### config.mk
export PLATFORM = sky130hd
export DESIGN_NAME = dz_scan_decode
export DESIGN_NICKNAME = d
export VERILOG_FILES = /design/src/rtl/dz_pkg.sv /design/src/rtl/dz_glyph_match.sv /design/src/rtl/dz_scan_decode.sv
export SDC_FILE = /design/constraint.sdc
export NUM_CORES = 1
export LEC_CHECK = 0
export CAP_MARGIN = 20
export CORE_ASPECT_RATIO = 1.5
export CORE_MARGIN = 8
export CORE_UTILIZATION = 41
export DETAILED_ROUTE_END_ITERATION = 6
export PLACE_DENSITY = 0.68
export SYNTH_ARGS = -nofsm -noshare
export SYNTH_HDL_FRONTEND = slang
export SYNTH_HIERARCHICAL = 1
export SYNTH_SLANG_ARGS = --single-unit
export TNS_END_PERCENT = 1
### constraint.sdc
create_clock -name clk -period 15.4 [get_ports clk]
set_clock_uncertainty 0.1 [all_clocks]
set_input_delay 4.62 -clock clk [delete_from_list [all_inputs] [get_ports clk]]
set_output_delay 4.62 -clock clk [all_outputs]
set_load 0.01 [all_outputs]
### src/rtl/dz_pkg.sv
// Shared types, glyph table and row-strobe helpers for the dot-matrix scan decoder.
package dz_pkg;

   localparam int         NUM_W    = 3;
   localparam logic [7:0] ROW_IDLE = 8'hFF;

   // frame[i] holds the column byte for row i
   typedef logic [7:0][7:0] frame_t;

   typedef enum logic {
      ST_HUNT     = 1'b0,
      ST_ASSEMBLE = 1'b1
   } state_e;

   // Red glyphs by digit; written row 7 down to row 0 (MSB byte = row 7)
   localparam frame_t GLYPH_R [8] = '{
      64'h0000_0000_0000_0000,
      64'h0000_3C20_203C_0000,
      64'h0000_3C04_043C_0000,
      64'h0000_2424_243C_0000,
      64'h0000_003C_2424_2400,
      64'h0000_0000_0000_0000,
      64'h0000_0000_0000_0000,
      64'h0000_0000_0000_0000
   };
   localparam logic [7:0] GLYPH_VALID = 8'b0001_1111;

   function automatic logic row_legal(input logic [7:0] r);
      return ($countones(~r) == 1);
   endfunction

   function automatic logic [2:0] row_index(input logic [7:0] r);
      logic [2:0] idx;
      idx = '0;
      for (int i = 0; i < 8; i++) begin
         if (!r[i]) idx = 3'(i);
      end
      return idx;
   endfunction

endpackage

### src/rtl/dz_glyph_match.sv
// Combinational comparison of an assembled frame against the digit glyph table.
module dz_glyph_match
   import dz_pkg::*;
(
   input  frame_t           frame_r,
   input  frame_t           frame_g,
   input  logic             check_green,
   output logic             hit,
   output logic [NUM_W-1:0] code
);

   logic green_ok;

   always_comb begin
      hit      = 1'b0;
      code     = '0;
      green_ok = !check_green || (frame_g == '0);
      for (int d = 0; d < 8; d++) begin
         if (GLYPH_VALID[d] && green_ok && (frame_r == GLYPH_R[d])) begin
            hit  = 1'b1;
            code = NUM_W'(d);
         end
      end
   end

endmodule

### src/rtl/dz_scan_decode.sv
// Rebuilds 8-row frames from the active-low row strobe, matches them to digit
// glyphs and publishes a digit once it has been seen on consecutive frames.
module dz_scan_decode
   import dz_pkg::*;
#(
   parameter int STABLE_FRAMES = 2,
   parameter bit CHECK_GREEN   = 1'b1
) (
   input  logic             clk,
   input  logic             rst,
   input  logic [7:0]       row,
   input  logic [7:0]       colr,
   input  logic [7:0]       colg,
   output logic [NUM_W-1:0] num_out,
   output logic             num_valid,
   output logic             frame_ok,
   output logic             unknown,
   output logic             sync_err,
   output logic             seq_err,
   output logic             dbg_state_o
);

   localparam logic [3:0] STABLE_C = 4'(STABLE_FRAMES);

   state_e           state_q, state_d;
   logic [2:0]       exp_q, exp_d, idx;
   frame_t           buf_r_q, buf_r_d, buf_g_q, buf_g_d, shad_r_q, shad_g_q;
   logic             done_q, done_d, sync_q, sync_d, seq_q, seq_d;
   logic             hit, mvld_q, mhit_q, frame_ok_q, unknown_q;
   logic [NUM_W-1:0] code, mcode_q, cand_q, cand_d, num_q;
   logic [3:0]       cnt_q, cnt_d;
   logic             locked_q, load, num_valid_q;

   assign idx = row_index(row);

   always_comb begin
      state_d = state_q;
      exp_d   = exp_q;
      buf_r_d = buf_r_q;
      buf_g_d = buf_g_q;
      done_d  = 1'b0;
      sync_d  = 1'b0;
      seq_d   = 1'b0;
      if (row != ROW_IDLE) begin
         if (!row_legal(row)) begin
            sync_d  = 1'b1;
            state_d = ST_HUNT;
         end else begin
            case (state_q)
               ST_HUNT: begin
                  if (idx == 3'd0) begin
                     buf_r_d[0] = colr;
                     buf_g_d[0] = colg;
                     exp_d      = 3'd1;
                     state_d    = ST_ASSEMBLE;
                  end
               end
               default: begin
                  if (idx == exp_q) begin
                     buf_r_d[idx] = colr;
                     buf_g_d[idx] = colg;
                     exp_d        = idx + 3'd1;  // wraps to 0 after row 7
                     done_d       = (idx == 3'd7);
                  end else begin
                     seq_d = 1'b1;
                     if (idx == 3'd0) begin
                        buf_r_d[0] = colr;
                        buf_g_d[0] = colg;
                        exp_d      = 3'd1;
                     end else begin
                        state_d = ST_HUNT;
                     end
                  end
               end
            endcase
         end
      end
   end

   dz_glyph_match u_match (
      .frame_r     (shad_r_q),
      .frame_g     (shad_g_q),
      .check_green (CHECK_GREEN),
      .hit         (hit),
      .code        (code)
   );

   // A miss breaks the run, so a following hit always restarts at 1
   always_comb begin
      cnt_d  = cnt_q;
      cand_d = cand_q;
      load   = 1'b0;
      if (mvld_q) begin
         if (mhit_q) begin
            if ((cnt_q != 4'd0) && (mcode_q == cand_q)) begin
               cnt_d = (cnt_q >= STABLE_C) ? STABLE_C : cnt_q + 4'd1;
            end else begin
               cnt_d  = 4'd1;
               cand_d = mcode_q;
            end
            load = (cnt_d == STABLE_C) && (!locked_q || (cand_d != num_q));
         end else begin
            cnt_d = 4'd0;
         end
      end
   end

   always_ff @(posedge clk or posedge rst) begin
      if (rst) begin
         state_q  <= ST_HUNT;
         exp_q    <= '0;
         buf_r_q  <= '0;
         buf_g_q  <= '0;
         shad_r_q <= '0;
         shad_g_q <= '0;
         done_q   <= 1'b0;
         sync_q   <= 1'b0;
         seq_q    <= 1'b0;
      end else begin
         state_q <= state_d;
         exp_q   <= exp_d;
         buf_r_q <= buf_r_d;
         buf_g_q <= buf_g_d;
         done_q  <= done_d;
         sync_q  <= sync_d;
         seq_q   <= seq_d;
         if (done_d) begin
            shad_r_q <= buf_r_d;
            shad_g_q <= buf_g_d;
         end
      end
   end

   always_ff @(posedge clk or posedge rst) begin
      if (rst) begin
         mvld_q      <= 1'b0;
         mhit_q      <= 1'b0;
         mcode_q     <= '0;
         frame_ok_q  <= 1'b0;
         unknown_q   <= 1'b0;
         cnt_q       <= '0;
         cand_q      <= '0;
         num_q       <= '0;
         locked_q    <= 1'b0;
         num_valid_q <= 1'b0;
      end else begin
         mvld_q      <= done_q;
         unknown_q   <= done_q && !hit;
         cnt_q       <= cnt_d;
         cand_q      <= cand_d;
         num_valid_q <= load;
         if (done_q) begin
            mhit_q     <= hit;
            mcode_q    <= code;
            frame_ok_q <= hit;
         end
         if (load) begin
            num_q    <= cand_d;
            locked_q <= 1'b1;
         end
      end
   end

   assign num_out     = num_q;
   assign num_valid   = num_valid_q;
   assign frame_ok    = frame_ok_q;
   assign unknown     = unknown_q;
   assign sync_err    = sync_q;
   assign seq_err     = seq_q;
   assign dbg_state_o = state_q;

endmodule

Word level (Yosys, flattened, before mapping) --
Cells that the tools add are included.
Word-level totals: register bits after elaboration 281, input bits 26, output and inout bits 9, logic and storage cells 150
Cells by class: add/subtract/negate cells 9, $lt $le $gt $ge 3, equal/unequal tests 11, multiplexer cells 63, bitwise logic cells 1, reductions and logical operators 17
Operators with widths (number):
- $mux 64 | 4
- $mux 56 | 4
- $eq 64x46->1 const B | 3
- $bwmux 64 | 2
- $logic_not 64->1 | 2
- $eq 64x38->1 const B | 1
- $mux 8 | 7
- $mux 3 | 16
- $demux 8 s3 | 1
- $mux 1 | 23
- $mux 4 | 5
- $logic_and 1x1->1 | 9
- $add 1x1->2 | 4
- $ne 8x8->1 const B | 1
- $not 8->8 | 1
- $add 2x2->3 | 2
- $eq 3x3->1 | 2
- $add 3x3->4 | 1
- $add 4x1->4 const B | 1
- $eq 4x1->1 const B | 1
- $eq 4x2->1 const B | 1
- $ge 4x2->1 const B | 1
- $lt 3x4->1 const B | 1
- $reduce_bool 4->1 | 1
- 9 further kinds | 10

Depth between registers and ports, before layout --
Gate-level depths: netlist (run 1).
depth after elaboration 16, mapped depth 18, gate-level depth less buffers 16

By module --
Netlist (run 1), hierarchy kept.
By module, submodules not included:
- dz_scan_decode | times used 1, cells each 956, area each 11743.8 sq um, seq. area each 7031.7 sq um
- dz_glyph_match | times used 1, cells each 68, area each 456.7 sq um, seq. area each 0.0 sq um

Least setup slack after synthesis (run 1) --
OpenSTA, ideal clock, no wires.
path kind input port to flip-flop, from input row[3], to register buf_g_q[53] in the netlist's numbering, library setup time 0.125 ns, arrival time 8.910 ns, data required time 15.175 ns, setup slack 6.265 ns, stages 16, buffers on the path 3, path through buf_2 > inv_1 > fa_1 > fa_1 > fa_1 > ha_1 > inv_1 > fa_1 > or3b_1 > o31ai_4 > nand3_2 > or3_1 > buf_2 > nor2_2 > buf_4 > mux2_2
RTL lines:
- start, declared | RTL line dz_scan_decode.sv:11 | input logic [7:0] row,
- end signal, assigned | RTL line dz_scan_decode.sv:123 | buf_g_q <= buf_g_d;
- end, declared | RTL line dz_scan_decode.sv:27 | frame_t buf_r_q, buf_r_d, buf_g_q, buf_g_d, shad_r_q, shad_g_q;

Worst setup path after layout (run 1) --
from input row[3], to register shad_r_q[27] in the netlist's numbering
On the way: longest elaborated chain between the ends 14, elaborated cells on any way between the ends 27, those cells by class 3 x add/sub; 2 x order compare; 4 x eq/ne; 16 x mux; 1 x bitwise; 1 x reduce/logical
Ends and longest elaborated chain:
- $mux 3 (5 in a row) | RTL line dz_pkg.sv:36 | if (!r[i]) idx = 3'(i);
- $lt 3x4->1 (implied by the code) or $ge 3x1->1 (tied branches) | RTL line dz_scan_decode.sv:60 | buf_r_d[idx] = colr;
- $logic_and 1x1->1 (implied by the code) | RTL line dz_scan_decode.sv:60
- $mux 8 (implied by the code) | RTL line dz_scan_decode.sv:60
- $demux 8 s3 | RTL line dz_scan_decode.sv:60
- $bwmux 64 | RTL line dz_scan_decode.sv:60
- $mux 56 | RTL line dz_scan_decode.sv:59 | if (idx == exp_q) begin
- $mux 56 | RTL line dz_scan_decode.sv:49 | case (state_q)
- $mux 64 | RTL line dz_scan_decode.sv:45 | if (!row_legal(row)) begin
- $mux 64 | RTL line dz_scan_decode.sv:44 | if (row != ROW_IDLE) begin
- end signal, assigned | RTL line dz_scan_decode.sv:128 | shad_r_q <= buf_r_d;
- end, declared | RTL line dz_scan_decode.sv:27
Several ways; a longest one is shown, not always the timed one. A chain may end at the register's enable or synchronous reset.

==> results of run 1 <==
==> worst paths after layout <==
path / from / end / slack (ps) / cells after the start
min: buf_g_q[37] / buf_g_q[37] / 360 / 2
max: row[3] / shad_r_q[27] / 4340 / 16
max reg2reg: exp_q[2] / shad_r_q[27] / 11090 / 8
min in group asynchronous: rst / buf_r_q[60] / 4480 / 2
max in group asynchronous: rst / buf_g_q[42] / 9260 / 3
min reg2reg: buf_g_q[37] / buf_g_q[37] / 360 / 2
==> per-stage QoR <==
step | hold slack, ps | power (mW) | instances | util
3_3_place_gp | 343.5 | 0.8326 | 1398 | 0.4360
2_1_floorplan | 333.2 | 0.8053 | 1024 | -
4_1_cts | 365.8 | 1.492 | 1442 | 0.4666
3_5_place_dp | 351.2 | 0.8349 | 1399 | 0.4369
6_report | 361.7 | 1.473 | 1442 | 0.4666
5_1_grt | 383.1 | 1.524 | 1442 | 0.4666
==> Yosys cell counts (3+ instances only) <==
cell | n | area [um2]
nor2_1 | 89 | 334.1
ha_1 | 10 | 125.1
xnor2_1 | 3 | 26.28
a21o_1 | 3 | 22.52
clkbuf_1 | 28 | 105.1
dfrtp_1 | 281 | 7032
buf_1 | 6 | 22.52
buf_6 | 3 | 33.78
mux2_2 | 123 | 1385
nor3_1 | 6 | 30.03
o21ai_0 | 18 | 90.09
and2_1 | 3 | 18.77
a22o_1 | 5 | 43.79
buf_4 | 5 | 37.54
mux2i_1 | 62 | 620.6
buf_2 | 19 | 95.09
a21oi_1 | 53 | 265.3
inv_1 | 21 | 78.83
nand4_1 | 9 | 56.30
nand2_1 | 129 | 484.2
nor2_2 | 3 | 18.77
mux2_4 | 11 | 165.2
xor2_1 | 3 | 26.28
a21boi_0 | 3 | 22.52
a31oi_1 | 32 | 200.2
nand3_1 | 4 | 20.02
nor4_1 | 30 | 187.7
nor2b_1 | 4 | 25.02
fa_1 | 4 | 80.08
==> kinds of logic after synthesis <==
group	after synthesis	synth area share
AOI/OAI and AO/OA	136	0.07076
DFF	281	0.5764
and+or+nand+nor	304	0.1197
adders and majority gates	14	0.01682
muxes	199	0.1809
xor gates and xnor gates	6	0.004308
buffers and inverters	83	0.03087
other	1	0.0003074
==> power by group <==
part	switching (mW)	leakage [nW]	internal, mW
logic	0.0507	2.53	0.0259
registers	0.00175	3.92	0.742
clock network	0.267	0.428	0.386
total	0.319	6.88	1.15
==> per-layer routing <==
| metal | wire length (um) | vias up | GRT usage | part of all wire |
|---|---|---|---|---|
| li1 | - | 3593 | - | - |
| met1 | 10530 | 3924 | 0.1741 | 0.41 |
| met2 | 13300 | 132 | 0.2690 | 0.51 |
| met3 | 996 | 54 | 0.01919 | 0.039 |
| met4 | 1036 | 0 | 0.07309 | 0.040 |
| met5 | 0 | - | 0 | 0 |
==> cell type report <==
class / count / area share
clock buffers: 39 / 0.05767
multi-input cells: 660 / 0.3495
well taps: 395 / 0.03605
clock inverters: 4 / 0.005932
inverters: 22 / 0.006936
repair buffers: 41 / 0.03103
flip-flops and latches: 281 / 0.5129
==> worst max-delay path: stages <==
cell,delay (ps)
clkdlybuf4s50_1,610
inv_1,90
fa_1,470
fa_1,500
fa_1,530
ha_1,160
inv_1,70
fa_1,430
or3b_1,420
o31ai_4,220
nand3_2,180
nor3_4,320
nand2_1,630
inv_6,930
buf_4,680
mux2_2,410
==> sequential cells by signal, summed over array words and instances, names as in the netlist <==
name         cells
buf_g_q         64
buf_r_q         64
cand_q           3
cnt_q            4
dbg_state_o      1
done_q           1
exp_q            3
frame_ok         1
locked_q         1
mcode_q          3
mvld_q           1
num_out          3
num_valid        1
seq_err          1
shad_g_q        64
shad_r_q        64
sync_err         1
unknown          1
==> summary.md, run 1 <==
| Metric | Value |
|---|---|
| Status | `finished, final reports clean` |
| Max-slew violations | `0` |
| Starting Density | `0.4152` |
| Post-CTS sizing | `0` |
| Critical Path End Type | `register` |
| Worst-path maximum fanout | `between 100 and 150` |
| Antenna violations before repair | `0` |
| Chip height | `approximately 230 um` |
| Post-route ant nets | `0` |
| Most common cell after layout, fill and taps aside | `dfrtp_1` |
| Syn. warnings | `6` |
| Netlist cell types | `70` |
| GRT overflow | `0` |
| Final WS setup | `about 4300 ps` |
| Number of global-route vias before repair | `7963` |
| Worst-margin pin slew | `1026 ps` |
| CP startpoint kind | `primary input` |
| Final Cell Area | `~14000 um2` |
| Max Root-Sink Buffers | `3` |
| CTS sink cnt | `about 280` |
| Area of the multi-input gates | `approximately 4800 um2` |
| Worst path arrival time | `between 10000 and 15000 ps` |
| Final hold vios | `0` |
| Synth Register Bits | `approximately 280` |
| Post CTS Setup Buffer Count | `0` |
| Wire per inst | `approximately 18 um` |
| Residual DRC count | `0` |
| RSZ-0062 raised after global routing | `false` |
| Fmax | `0.09042 GHz` |
| Antenna diodes | `0` |
| Die area | `35650 um2` |
| Post-Syn Instances | `slightly above 1000` |
| Drt pass-1 iters | `5` |
| Vias | `a little under 8000` |
| CTS tree | `built` |
| Most frequent cells in the layout | `dfrtp_1 (281), nand2_1 (129), mux2_2 (123), nor2_1 (89), mux2i_1 (62)` |
| Register area | `about 7000 um2` |
| Pre-CTS setup slack | `3830 ps` |
| Hold-fix buffers at CTS | `0` |
| Post-synthesis sequential area ratio | `0.5764` |
| DRT Wirelength | `between 20 and 30 mm` |
| Share of cells above drive strength 1 | `0.1920` |
| Worst EP required | `15720 ps` |
| Max_cap viols | `0` |
| Drt initial violations | `378` |
| Syn Nets | `1064` |
| Syn avg cell area | `11.91 um2` |
| CTS clock-pin slew for the worst setup and hold paths | `approximately 60 ps` |
| Row cnt | `between 70 and 80` |
| Die outline width | `156.8 um` |
| Final worst path period need | `about 11000 ps` |
| Clk_lat worst skew | `between 500 and 600 ps` |
| Top FF cell, synth | `dfrtp_1` |
| Pleak | `approximately 6.9 nW` |
| Tcrit/Tclk final | `0.7182` |
| Filler instances | `approximately 2600` |
| Avg Vias per Cell | `5.342` |
| CTS buffer count | `26` |
| # nets final | `approximately 1100` |
| H-tree lvl count | `1` |
| Setup CP Type | `primary input to register` |
| Top-Level Pins | `35` |
| P per Cell Area | `107.4 nW/um2` |
| Synthesized area | `between 10000 and 15000 um2` |
| VDD IR max | `between 60 and 70 uV` |
| Root Driver | `clkbuf_16` |
| Port bufs | `34` |
| Post-placement cell area | `~13000 um2` |
| Core ar. | `roughly 29000 um2` |
| Largest net degree at the start of global routing | `193` |
| Asr flop ratio synth | `1.000` |
| Synth-to-Final Area Change | `12.38%` |
| Final setup fails | `0` |
| Setup TNS | `0 ps` |
| EDFF count, synth | `0` |
| Hold Crit Class | `register to register` |
| Placer Congestion | `around 0.8` |
| Post-DP HPWL | `around 17 mm` |
| Gr usage total | `0.1501` |
| First-pass GRT wire length | `between 40 and 50 mm` |
| Slew HR | `0.3159` |
(Power assumes the default switching activity.)
==> run 2, diff against run 1 <==
Settings changed: PLACE_DENSITY 0.68 to 0.7.
Clock period 15.4 ns to 8.8 ns, I/O delays scaled along.
==> run 2 against run 1 <==
Effect of this change: combinational power increased by 78%; setup slack got worse by 3000 ps; final area rose by 1.1%; worst hold slack worse by 0.77 ps; largest power group unchanged; register-to-register slack worse by 5300 ps; cell count grew 1.4%; routed wire length increased by 1.3%; power up 77%; count of clock-buffer cells in the layout shrank 4.
==> summary.md, run 2 (synthesized netlist as in run 1, its figures left out) <==
| Metric | Value |
|---|---|
| Die outline width | `around 160 um` |
| Post-DP HPWL | `17.33 mm` |
| Worst path arrival time | `between 7000 and 8000 ps` |
| CTS clock-pin slew for the worst setup and hold paths | `roughly 60 ps` |
| Hold-fix buffers at CTS | `0` |
| Slew HR | `0.4480` |
| Pleak | `6.962 nW` |
| GR met1 Demand/Resource | `0.1791` |
| Core ar. | `29380 um2` |
| Vias | `7733` |
| Worst-margin pin slew | `820.4 ps` |
| Gr usage total | `0.1518` |
| Wire per inst | `roughly 18 um` |
| Number of global-route vias before repair | `a little over 8000` |
| CTS tree | `built` |
| Most frequent cells in the layout | `dfrtp_1 (281), nand2_1 (129), mux2_2 (123), nor2_1 (89), mux2i_1 (62)` |
| Worst EP required | `9120 ps` |
| Most common cell after layout, fill and taps aside | `dfrtp_1` |
| Hold endpoint | `buf_r_q[41]` |
| Post-route ant nets | `0` |
| CTS buffer count | `25` |
| Row cnt | `77` |
| Drt pass-1 iters | `5` |
| GRT met3 Usage | `0.01938` |
| First-pass GRT wire length | `between 40 and 50 mm` |
| Int Pwr | `2.032 mW` |
| Antenna diodes | `0` |
| Reg-to-reg slack, setup | `between 5000 and 6000 ps` |
| Hold Crit Class | `register to register` |
| Tcrit/Tclk final | `0.8480` |
| Flop pwr share | `0.498` |
| Residual DRC count | `0` |
| H-tree lvl count | `1` |
| Setup CP Type | `primary input to register` |
| Worst path cell trace | `clkdlybuf4s50_1, inv_1, fa_1, fa_1, fa_1, ha_1, inv_1, fa_1, or3b_1, o31ai_4, nand3_2, nor3_4, nand2_1, inv_6, buf_12, mux2_2` |
| Largest net degree at the start of global routing | `around 130` |
| Chip height | `between 200 and 250 um` |
| RSZ-0062 raised after global routing | `false` |
| Die area | `approximately 36000 um2` |
| R2R cell count | `8` |
| Max_cap viols | `0` |
| # nets final | `approximately 1100` |
| Clock power share | `0.450` |
| Antenna violations before repair | `0` |
| Critical R2R Launch | `exp_q[2]` |
| GRT overflow | `0` |
| Clk_lat worst skew | `between 500 and 600 ps` |
| Psw | `between 500 and 600 uW` |
| Crit path largest cell delay | `a little over 600 ps` |
| Placer Congestion | `approximately 0.86` |
| Met2 Resource Use GR | `0.2702` |
| Post-placement cell area | `between 10000 and 15000 um2` |
| Top-Level Pins | `35` |
| Post CTS Setup Buffer Count | `0` |
| Most used cell, CP | `fa_1` |
| Starting Density | `0.4152` |
| Sw Share | `0.2213` |
| Max Root-Sink Buffers | `3` |
| Final worst path period need | `between 7000 and 8000 ps` |
| Final hold vios | `0` |
| Worst-path maximum fanout | `46` |
| GR peak layer | `met2` |
| FF-to-FF End | `buf_r_q[0]` |
| Post-CTS sizing | `0` |
| DRT Wirelength | `26.20 mm` |
| Setup TNS | `0 ps` |
| Hold path startpoint | `buf_r_q[41]` |
| Final setup fails | `0` |
| VDD IR max | `110.6 uV` |
| Min Hold Slack | `between 300 and 400 ps` |
| Share of cells above drive strength 1 | `0.2071` |
| Port bufs | `34` |
| Final Cell Area | `~14000 um2` |
| CTS sink cnt | `around 280` |
| CP startpoint kind | `primary input` |
| Hold path cells | `2` |
| Critical Path End Type | `register` |
| Gate power share | `0.052` |
| Filler instances | `2561` |
| Max-slew violations | `0` |
| P per Cell Area | `~190 nW/um2` |
| Fmax | `0.1340 GHz` |
| Drt initial violations | `403` |
| Status | `finished, final reports clean` |
| Avg Vias per Cell | `5.289` |
| Synth-to-Final Area Change | `13.58%` |
| Crit-path slowest cell | `clkdlybuf4s50_1` |
| Root Driver | `clkbuf_16` |
-- run 2: worst max path at each step --
stage	startpoint	to	slack [ps]	depth (start not counted)
6_report	row[3]	shad_r_q[18]	1340	16
5_1_grt	row[3]	shad_g_q[34]	1000	18
4_1_cts	row[3]	shad_g_q[41]	1360	18
3_5_place_dp	row[3]	shad_g_q[41]	790	18
3_3_place_gp	row[3]	shad_r_q[26]	870	16
2_1_floorplan	row[3]	buf_g_q[53]	1650	16
-- run 2: final cells by class --
class | instances | area (um2) | area share
sequential | 281 | 7032 | 0.5075
clock buffer | 35 | 713.2 | 0.05147
inverter | 22 | 91.34 | 0.006591
multi-input combinational | 660 | 4792 | 0.3458
tap | 395 | 494.2 | 0.03567
timing repair buffer | 58 | 565.5 | 0.04081
clock inverter | 11 | 168.9 | 0.01219
-- run 2: power groups by stage --
stage / Combinational (mW) / Sequential [mW] / Clock, mW
after floorplan: 0.0841 / 1.33 / 0
after global placement: 0.135 / 1.32 / 0
after detailed placement: 0.137 / 1.32 / 0
after CTS: 0.137 / 1.30 / 1.20
after global routing: 0.151 / 1.30 / 1.25
final: 0.136 / 1.30 / 1.17
-- run 2: per-stage QoR --
| step | std cells | utilization | total power [mW] | worst slack [ps] |
|---|---|---|---|---|
| 2_1_floorplan | 1024 | - | 1.410 | 1645 |
| 3_3_place_gp | 1415 | 0.4406 | 1.460 | 872.9 |
| 3_5_place_dp | 1415 | 0.4406 | 1.462 | 785.4 |
| 4_1_cts | 1461 | 0.4706 | 2.638 | 1363 |
| 5_1_grt | 1462 | 0.4716 | 2.700 | 1000 |
| 6_report | 1462 | 0.4716 | 2.610 | 1338 |
-- run 2: layer usage --
metal,share of wire,wire length (um)
met5,0,0
met1,0.41,10790
met3,0.033,876
met4,0.037,972
met2,0.52,13560
-- run 2: worst max-delay path, delay by kind of cell --
| kind | cells | cell delay (ps) |
|---|---|---|
| compound gates | 1 | 210 |
| fa+ha+maj | 5 | 2050 |
| buf+inv | 5 | 1380 |
| mux | 1 | 360 |
| simple gates | 4 | 1110 |
